===== src/rtl/bus_arbiter_rr.sv =====
`default_nettype none
// ============================================================================
// Module      : bus_arbiter_rr
// Description : N-master bus arbiter for DMA masters sharing the system bus.
//               Fixed-priority or round-robin arbitration (run-time select),
//               bounded burst ownership and a watchdog that reclaims the bus
//               from a stalled slave.
// Ports       : clk        - system clock, rising edge
//               rst_n      - asynchronous active-low reset
//               dma_i      - per-master request, level, active-high
//               ready_i    - slave transfer-complete strobe (used while BUSY)
//               rr_mode_i  - 0 = fixed priority, 1 = round robin
//               grant_o    - one-hot (or zero) grant vector
//               req_o      - bus in use (OR of grant)
//               owner_o    - index of granted master, 0 when no grant
//               timeout_o  - one-cycle pulse after a watchdog release
// Revision    : 1.0 - initial release
// ============================================================================
module bus_arbiter_rr #(
  parameter int N_MASTERS = 8,
  parameter int MAX_BURST = 4,
  parameter int TIMEOUT   = 255
) (
  input  logic                         clk,
  input  logic                         rst_n,
  input  logic [N_MASTERS-1:0]         dma_i,
  input  logic                         ready_i,
  input  logic                         rr_mode_i,
  output logic [N_MASTERS-1:0]         grant_o,
  output logic                         req_o,
  output logic [$clog2(N_MASTERS)-1:0] owner_o,
  output logic                         timeout_o
);

  localparam int IDX_W  = $clog2(N_MASTERS);
  localparam int SCAN_W = IDX_W + 1;
  localparam int BCNT_W = $clog2(MAX_BURST + 1);
  localparam int WCNT_W = $clog2(TIMEOUT + 1);

  localparam logic [SCAN_W-1:0] C_N_MASTERS = SCAN_W'(N_MASTERS);
  localparam logic [IDX_W-1:0]  C_LAST_IDX  = IDX_W'(N_MASTERS - 1);
  localparam logic [BCNT_W-1:0] C_MAX_BURST = BCNT_W'(MAX_BURST);
  localparam logic [WCNT_W-1:0] C_WDOG_LAST = WCNT_W'(TIMEOUT - 1);
  localparam logic [N_MASTERS-1:0] C_ONE    = N_MASTERS'(1);

  typedef enum logic [0:0] {
    S_IDLE = 1'b0,
    S_BUSY = 1'b1
  } state_t;

  state_t                state_q;
  logic [N_MASTERS-1:0]  grant_q;
  logic [IDX_W-1:0]      owner_q;
  logic [IDX_W-1:0]      rr_ptr_q;
  logic [BCNT_W-1:0]     burst_q;
  logic [WCNT_W-1:0]     wdog_q;
  logic                  timeout_q;

  logic                  win_valid_d;
  logic [IDX_W-1:0]      win_idx_d;
  logic [N_MASTERS-1:0]  win_onehot_d;
  logic [IDX_W-1:0]      rr_ptr_d;
  logic [SCAN_W-1:0]     scan_d;

  // Winner select: scan N positions starting at the base (rr_ptr in RR mode,
  // 0 in fixed mode); the first set request found wins. The scan index is one
  // bit wider so base+i can be folded back into range with one subtraction.
  always_comb begin
    win_valid_d = 1'b0;
    win_idx_d   = '0;
    scan_d      = '0;
    for (int i = 0; i < N_MASTERS; i++) begin
      scan_d = (rr_mode_i ? {1'b0, rr_ptr_q} : {SCAN_W{1'b0}}) + SCAN_W'(i);
      if (scan_d >= C_N_MASTERS) begin
        scan_d = scan_d - C_N_MASTERS;
      end
      if (!win_valid_d && dma_i[scan_d[IDX_W-1:0]]) begin
        win_valid_d = 1'b1;
        win_idx_d   = scan_d[IDX_W-1:0];
      end
    end
  end

  assign win_onehot_d = C_ONE << win_idx_d;

  // Pointer to the master after the current owner, wrapping at N_MASTERS-1.
  assign rr_ptr_d = (owner_q == C_LAST_IDX) ? '0 : owner_q + 1'b1;

  always_ff @(posedge clk or negedge rst_n) begin
    if (!rst_n) begin
      state_q   <= S_IDLE;
      grant_q   <= '0;
      owner_q   <= '0;
      rr_ptr_q  <= '0;
      burst_q   <= '0;
      wdog_q    <= '0;
      timeout_q <= 1'b0;
    end else begin
      timeout_q <= 1'b0;
      case (state_q)
        S_IDLE: begin
          if (win_valid_d) begin
            state_q <= S_BUSY;
            grant_q <= win_onehot_d;
            owner_q <= win_idx_d;
            burst_q <= '0;
            wdog_q  <= '0;
          end
        end
        S_BUSY: begin
          if (!dma_i[owner_q]) begin
            // Owner abandoned the bus.
            state_q  <= S_IDLE;
            rr_ptr_q <= rr_ptr_d;
          end else if (ready_i) begin
            // Owner request is known high here, so only the burst limit matters.
            if ((burst_q + 1'b1) < C_MAX_BURST) begin
              burst_q <= burst_q + 1'b1;
              wdog_q  <= '0;
            end else begin
              state_q  <= S_IDLE;
              rr_ptr_q <= rr_ptr_d;
            end
          end else if (wdog_q == C_WDOG_LAST) begin
            state_q   <= S_IDLE;
            rr_ptr_q  <= rr_ptr_d;
            timeout_q <= 1'b1;
          end else begin
            wdog_q <= wdog_q + 1'b1;
          end
        end
        default: state_q <= S_IDLE;
      endcase
    end
  end

  // IDLE grant is combinational so a request is granted in the same cycle.
  // Reset gates the outputs directly because IDLE would otherwise pass the
  // live request vector through while rst_n is held low.
  always_comb begin
    grant_o = '0;
    owner_o = '0;
    if (rst_n) begin
      if (state_q == S_BUSY) begin
        grant_o = grant_q;
        owner_o = owner_q;
      end else if (win_valid_d) begin
        grant_o = win_onehot_d;
        owner_o = win_idx_d;
      end
    end
  end

  assign req_o     = |grant_o;
  assign timeout_o = timeout_q;

endmodule
`default_nettype wire


===== config.mk =====
export PLATFORM = sky130hd
export DESIGN_NAME = bus_arbiter_rr
export DESIGN_NICKNAME = d
export VERILOG_FILES = /design/src/rtl/bus_arbiter_rr.sv
export SDC_FILE = /design/constraint.sdc
export NUM_CORES = 1
export LEC_CHECK = 0
export BUFFER_PORTS_ARGS = -buffer_cell sky130_fd_sc_hd__buf_2
export CAP_MARGIN = 20
export CORE_UTILIZATION = 50
export DETAILED_ROUTE_END_ITERATION = 6
export PLACE_DENSITY = 0.77
export SYNTH_ARGS = -nofsm -noshare
export SYNTH_HDL_FRONTEND = slang
export SYNTH_SLANG_ARGS = --single-unit
export TNS_END_PERCENT = 10

===== constraint.sdc =====
create_clock -name clk -period 11 [get_ports clk]
set_input_delay 2.2 -clock clk [delete_from_list [all_inputs] [get_ports clk]]
set_output_delay 2.2 -clock clk [all_outputs]
set_load 0.1 [all_outputs]

==> flow_summary.toml, run 1 <==
[run_status]
status = "complete, no violations"

[timing]
setup_ws_ns = 2.72
worstMarginPinSlew_ns = 0.803
tns_ns = 0
maxSlewHeadroom = 0.461
slew_violations = 0
rsz0062_at_grt = "no"
timing.final.crit_share = 0.753
max_freq_ghz = 0.121
fin_skew_ns = 0.00687
finalCriticalPeriod_ns = 8.28
setup-violations-final = 0
hold_viol = 0

[layout]
utilization = 0.540
drive_gt1_frac = 0.213
fin_nets = 334
area_growth_pct = 4.28
antenna_cells = 0
final_cell_area_sq_mm = 0.00295

[synthesis]
yosysWarnings = 0
ys_ff_latch = 27
netlist_area_sq_mm = 0.00283
yosysUniqueCellTypes = 75
synth_top_cell_area_share = 0.239
synth_top_cell_by_area = "dfrtp_1"
synth_edf_count = 0
synth_commonest_cells = "37 x nand2_1, 27 x dfrtp_1, 16 x nor2_1"
synth_area_leaders = "dfrtp_1 24%, mux4_2 9.5%, mux2i_1 5.3%"
synth.net_count = 329
ys.flop_type = "dfrtp_1"
synth.avg_cell_area_sq_um = 9.11
syn_inst = 311
yosysSeqAreaShare = 0.239
synth.most_common_cell = "nand2_1"
async_reset_ff_frac = 1.00

[pwr]
swShare = 0.568
peakVddDrop_v = 0.000128
clkPwrFrac = 0.073
power_frac_comb = 0.703
cellPowerDensity_mw_per_mm2 = 266
p_switching_uw = 446
p_leak_nw = 1.31
p_int_uw = 339
pwr-share-seq = 0.224

[hold_path]
hold_end = "wdog_q[6]$_DFFE_PN0P_"
holdCritPathClass = "flop to flop"
hp-start = "wdog_q[6]$_DFFE_PN0P_"
hold_depth = 1

[worst_setup_path]
crit_type = "primary input to output port"
crit_chain = "buf_2, and2_1, inv_2, ha_1, a21boi_1, nor2_2, mux2i_2, a221oi_4, a41o_1, inv_2, nand2_1, o41ai_2, buf_2"
timing.rr.end = "wdog_q[3]$_DFFE_PN0P_"
crit_fanout = 24
critPathSlowestCell = "buf_2"
crit_path_max_incr_delay_ns = 0.47
crit_buf_inv = 4
startpoint_type = "primary input"
required_ns = 8.80
r2r_slack_ns = 6.83
endpoint_kind = "output port"
arrival_ns = 6.08
cp_top_family = "compound AO/OA/AOI/OAI gates"
reg2reg_depth = 10
r2r-start = "rr_ptr_q[0]$_DFFE_PN0P_"

[route]
dr.pass1.iters = 5
drt_wl_total_um = 6660
post_drt_via_cell_ratio = 6.65
drtIter0Drc = 261
wl_met3_um = 496
met1_length_um = 2940
drc = 0
route.met2.wl_um = 3040
wire_per_inst_um = 17.2
maxUsedRoutingLayer = "met4"
ant_nets = 0
vias = 2572

[clock_network]
cts_made_buffers = 3
clock_latency_ns = 0.27
post_cts_buffers = 0
htree_levels = 1
cts_buffer_depth = 2
ctsRootBufferMaster = "clkbuf_8"
clk_pin_slew_ns = 0.09
cts_tree = "built"
cts_hold_buf = 0
cts_resized = 0
cts.sinks = 27

[global_routing]
overflow = 0
first_global_vias = 2398
grt_max_degree = 33
grt_pass1_wl_um = 11500
grt_use_total = 0.238
antenna_found_initial = 0

[floorplan]
die_w_um = 77.3
die-area_sq_mm = 0.00597
rows = 27
die_h_um = 77.3
io_pins = 25
start_util = 0.518
core_sq_mm = 0.00547

[placement]
place_area_sq_mm = 0.00291
dp_hpwl_um = 4930
pre_cts_ws_ns = 2.74
place_congestion = 0.974
numPortBuffers = 24

[job]
drv_cap = 0
==> cells in the final DEF (no fill, tap or decap), types with 5 or more instances in the layout <==
cell type  instances
inv_1              7
ha_1               6
nand3_1            8
nand3b_1           6
and2_1            10
nor2_1            16
o21ai_0            7
a32o_1             6
buf_2             24
o31ai_1            9
o21ai_1           12
dfrtp_1           27
mux4_2            12
nand2_1           37
o41ai_2            5
a21oi_1           10
mux2i_1           15
a31oi_1            6
==> worst reg2reg max path: cells and delay by family, from the launching register on <==
family / cells / cell delay [ns]
flip-flops: 1 / 0.74
adder cells (fa/ha/maj): 1 / 0.38
AO/OA/AOI/OAI: 6 / 1.96
AND/OR/NAND/NOR: 3 / 0.97
==> per-layer routing <==
layer,global-route usage,vias to the layer above
met1,0.338,1241
met2,0.356,101
met3,0.0488,22
met4,0.0811,0
li1,-,1208
met5,0,-
==> stage by stage <==
| stage | instances | total power, mW | hold slack (ns) |
|---|---|---|---|
| 3_5_place_dp | 383 | 0.720 | 0.472 |
| 5_1_grt | 387 | 0.842 | 0.504 |
| 6_report | 387 | 0.784 | 0.496 |
| 4_1_cts | 387 | 0.778 | 0.491 |
| 3_3_place_gp | 383 | 0.718 | 0.467 |
| 2_1_floorplan | 311 | 0.642 | 0.443 |
==> worst max path at each step <==
stage / from / endpoint / slack [ns] / cells past startpoint
global placement: rr_mode_i / grant_o[6] / 2.84 / 13
floorplan: rr_mode_i / grant_o[0] / 2.10 / 13
detailed placement: rr_mode_i / grant_o[7] / 2.74 / 13
finish: rr_mode_i / grant_o[7] / 2.72 / 13
global route: rr_mode_i / grant_o[4] / 2.43 / 13
CTS: rr_mode_i / grant_o[7] / 2.75 / 13
==> registers in the layout, indices dropped and copies added (netlist names) <==
register,flops
burst_q,3
state_q,1
grant_q,8
wdog_q,8
timeout_o,1
owner_q,3
rr_ptr_q,3
==> final cells by class <==
type | count | area (sq um)
inverter | 9 | 33.8
multi-input combinational | 251 | 1990
timing repair buffer | 24 | 120
fill | 499 | 2520
clock buffer | 4 | 45.0
sequential | 27 | 676
tap | 72 | 90.1
==> power by group through the flow <==
stage / sequential (mW) / combinational, mW / clock (mW)
after global routing: 0.182 / 0.598 / 0.0624
after detailed placement: 0.177 / 0.544 / 0
after global placement: 0.176 / 0.543 / 0
final: 0.176 / 0.552 / 0.0570
after floorplan: 0.147 / 0.494 / 0
after CTS: 0.175 / 0.546 / 0.0577
==> logic make-up (layout without fill, tap and decap cells) <==
family,Yosys count,after routing,synth area share
flip-flops,27,27,0.239
AO/OA/AOI/OAI,95,95,0.271
XOR/XNOR,3,3,0.00928
AND/OR/NAND/NOR,114,114,0.222
buffers and inverters,33,37,0.0592
adder cells (fa/ha/maj),6,6,0.0265
multiplexers,33,33,0.173
Power figures use the tool's default switching activity.
==> run 2, diff against run 1 <==
--- a/config.mk
+++ b/config.mk
@@ -9,7 +9,7 @@
 export CAP_MARGIN = 20
 export CORE_UTILIZATION = 50
 export DETAILED_ROUTE_END_ITERATION = 6
-export PLACE_DENSITY = 0.77
+export PLACE_DENSITY = 0.79
 export SYNTH_ARGS = -nofsm -noshare
 export SYNTH_HDL_FRONTEND = slang
 export SYNTH_SLANG_ARGS = --single-unit
==> constraint.sdc (replaced) <==
create_clock -name clk -period 7.3 [get_ports clk]
set_input_delay 1.46 -clock clk [delete_from_list [all_inputs] [get_ports clk]]
set_output_delay 1.46 -clock clk [all_outputs]
set_load 0.1 [all_outputs]
==> run 2 against run 1 <==
Non-clock buffer count up 2. Hold slack got worse by 0.0027 ns. First-iteration DRC count increased by 20%. Critical path depth stayed put. Sequential share of layout area shrank 0.15 points. Sequential power increased by 51%. Global-route usage is 0.082 points higher. Worst setup slack worse by 2.2 ns. Core utilization up 0.37 points. Final area grew 0.68%.
==> flow_summary.toml, run 2 (synthesized netlist as in run 1, its figures left out) <==
[global_routing]
first_global_vias = 2419
grt_pass1_wl_um = 11600
overflow = 0
grt_max_degree = 33
grt_use_total = 0.238
antenna_found_initial = 0

[placement]
dp_hpwl_um = 5000
place_congestion = 1.03
place_area_sq_mm = 0.00293
placed_cells = 385
numPortBuffers = 24

[layout]
final_cells = 389
fillers = 488
final_cell_mix = "37 x nand2_1, 27 x dfrtp_1, 24 x buf_2, 16 x nor2_1, 15 x mux2i_1"
fin_nets = 336
drive_gt1_frac = 0.221
final_cell_area_sq_mm = 0.00297
antenna_cells = 0
final_common_cell = "nand2_1"
area_growth_pct = 4.99
reg.largest.list = "grant_q: 8 flops, wdog_q: 8 flops"

[worst_setup_path]
crit_chain = "buf_2, and2_1, inv_2, ha_1, a21boi_1, nor2_2, mux2i_2, a22o_1, a211o_1, nand3_1, or2_1, o41ai_2, buf_2"
r2r_slack_ns = 3.25
crit_type = "primary input to output port"
crit_cells = 13
r2r-start = "rr_ptr_q[1]$_DFFE_PN0P_"
arrival_ns = 5.30
cp_common_cell = "buf_2"
reg2reg_depth = 11
cp-startpoint = "rr_mode_i"
cp_top_family = "simple AND/OR/NAND/NOR gates"
critPathSlowestCell = "mux2i_2"
endpoint = "grant_o[5]"
required_ns = 5.84
crit_path_max_incr_delay_ns = 0.48
crit_buf_inv = 3
crit_fanout = 24
startpoint_type = "primary input"
endpoint_kind = "output port"
timing.rr.end = "wdog_q[3]$_DFFE_PN0P_"

[clock_network]
cts_tree = "built"
post_cts_buffers = 0
cts_buffer_depth = 2
clock_latency_ns = 0.27
htree_levels = 1
cts_made_buffers = 3
cts_hold_buf = 0
cts_resized = 0
clk_pin_slew_ns = 0.09
ctsRootBufferMaster = "clkbuf_8"
cts.sinks = 27

[pwr]
p_leak_nw = 1.32
p_total_mw = 1.19
clkPwrFrac = 0.071
pwr-share-seq = 0.222
peakVddDrop_v = 0.000209
p_int_uw = 517
power_frac_comb = 0.708
p_switching_uw = 677
swShare = 0.567
cellPowerDensity_mw_per_mm2 = 401

[floorplan]
die_w_um = 77.3
io_pins = 25
core_sq_mm = 0.00547
die_h_um = 77.3
start_util = 0.518
rows = 27
die-area_sq_mm = 0.00597

[timing]
max_freq_ghz = 0.148
timing.final.crit_share = 0.926
finalCriticalPeriod_ns = 6.76
tns_ns = 0
slew_violations = 0
rsz0062_at_grt = "no"
fin_skew_ns = 0.00488
worstMarginPinSlew_ns = 0.807
maxSlewHeadroom = 0.459
setup-violations-final = 0
hold_viol = 0

[route]
wire_per_inst_um = 17.5
drc = 0
vias = 2565
drt_wl_total_um = 6820
drtIter0Drc = 312
ant_nets = 0
dr.pass1.iters = 6
post_drt_via_cell_ratio = 6.59

[hold_path]
holdCritPathClass = "flop to flop"

[job]
drv_cap = 0

[run_status]
status = "complete, no violations"
==> run 2: changes by cell type in the layout (fill, tap and decap cells not counted) <==
| cell | delta |
|---|---|
| buf_4 | +2 |
| o31ai_1 | -1 |
| o31ai_2 | +1 |
==> run 2: how the worst min path moves through the flow <==
stage / from / to / slack, ns / cells past startpoint
floorplan: wdog_q[6]$_DFFE_PN0P_ / wdog_q[6]$_DFFE_PN0P_ / 0.44 / 1
CTS: wdog_q[7]$_DFFE_PN0P_ / wdog_q[7]$_DFFE_PN0P_ / 0.49 / 1
finish: wdog_q[7]$_DFFE_PN0P_ / wdog_q[7]$_DFFE_PN0P_ / 0.49 / 1
global route: wdog_q[7]$_DFFE_PN0P_ / wdog_q[7]$_DFFE_PN0P_ / 0.51 / 1
detailed placement: wdog_q[7]$_DFFE_PN0P_ / wdog_q[7]$_DFFE_PN0P_ / 0.47 / 1
global placement: wdog_q[6]$_DFFE_PN0P_ / wdog_q[6]$_DFFE_PN0P_ / 0.47 / 1
==> run 2: cell type report <==
type / instances / area (sq um) / share of cell area
repair buffers: 26 / 135 / 0.0454
flip-flops and latches: 27 / 676 / 0.227
inverters: 9 / 33.8 / 0.0114
multi-input cells: 251 / 1990 / 0.671
clock buffers: 4 / 45.0 / 0.0151
well taps: 72 / 90.1 / 0.0303
==> run 2: per-stage QoR <==
| step | hold WS (ns) | utilization | setup WS [ns] |
|---|---|---|---|
| floorplan | 0.443 | - | -0.0738 |
| global placement | 0.466 | 0.535 | 0.726 |
| detailed placement | 0.469 | 0.535 | 0.620 |
| CTS | 0.488 | 0.543 | 0.605 |
| global route | 0.507 | 0.543 | 0.305 |
| finish | 0.493 | 0.543 | 0.538 |
==> run 2: layer usage <==
layer | vias to the layer above | track usage | wire, um
met5 | - | 0 | 0
met4 | 0 | 0.0547 | 126
met2 | 110 | 0.383 | 3290
met1 | 1230 | 0.337 | 3000
li1 | 1205 | - | -
met3 | 20 | 0.0345 | 405
==> run 2: power by group through the flow <==
stage	Clock, mW	Sequential [mW]	Combinational, mW
after floorplan	0	0.222	0.748
after global placement	0	0.263	0.821
after detailed placement	0	0.267	0.832
after CTS	0.0868	0.263	0.835
after global routing	0.0901	0.274	0.915
final	0.0844	0.265	0.845
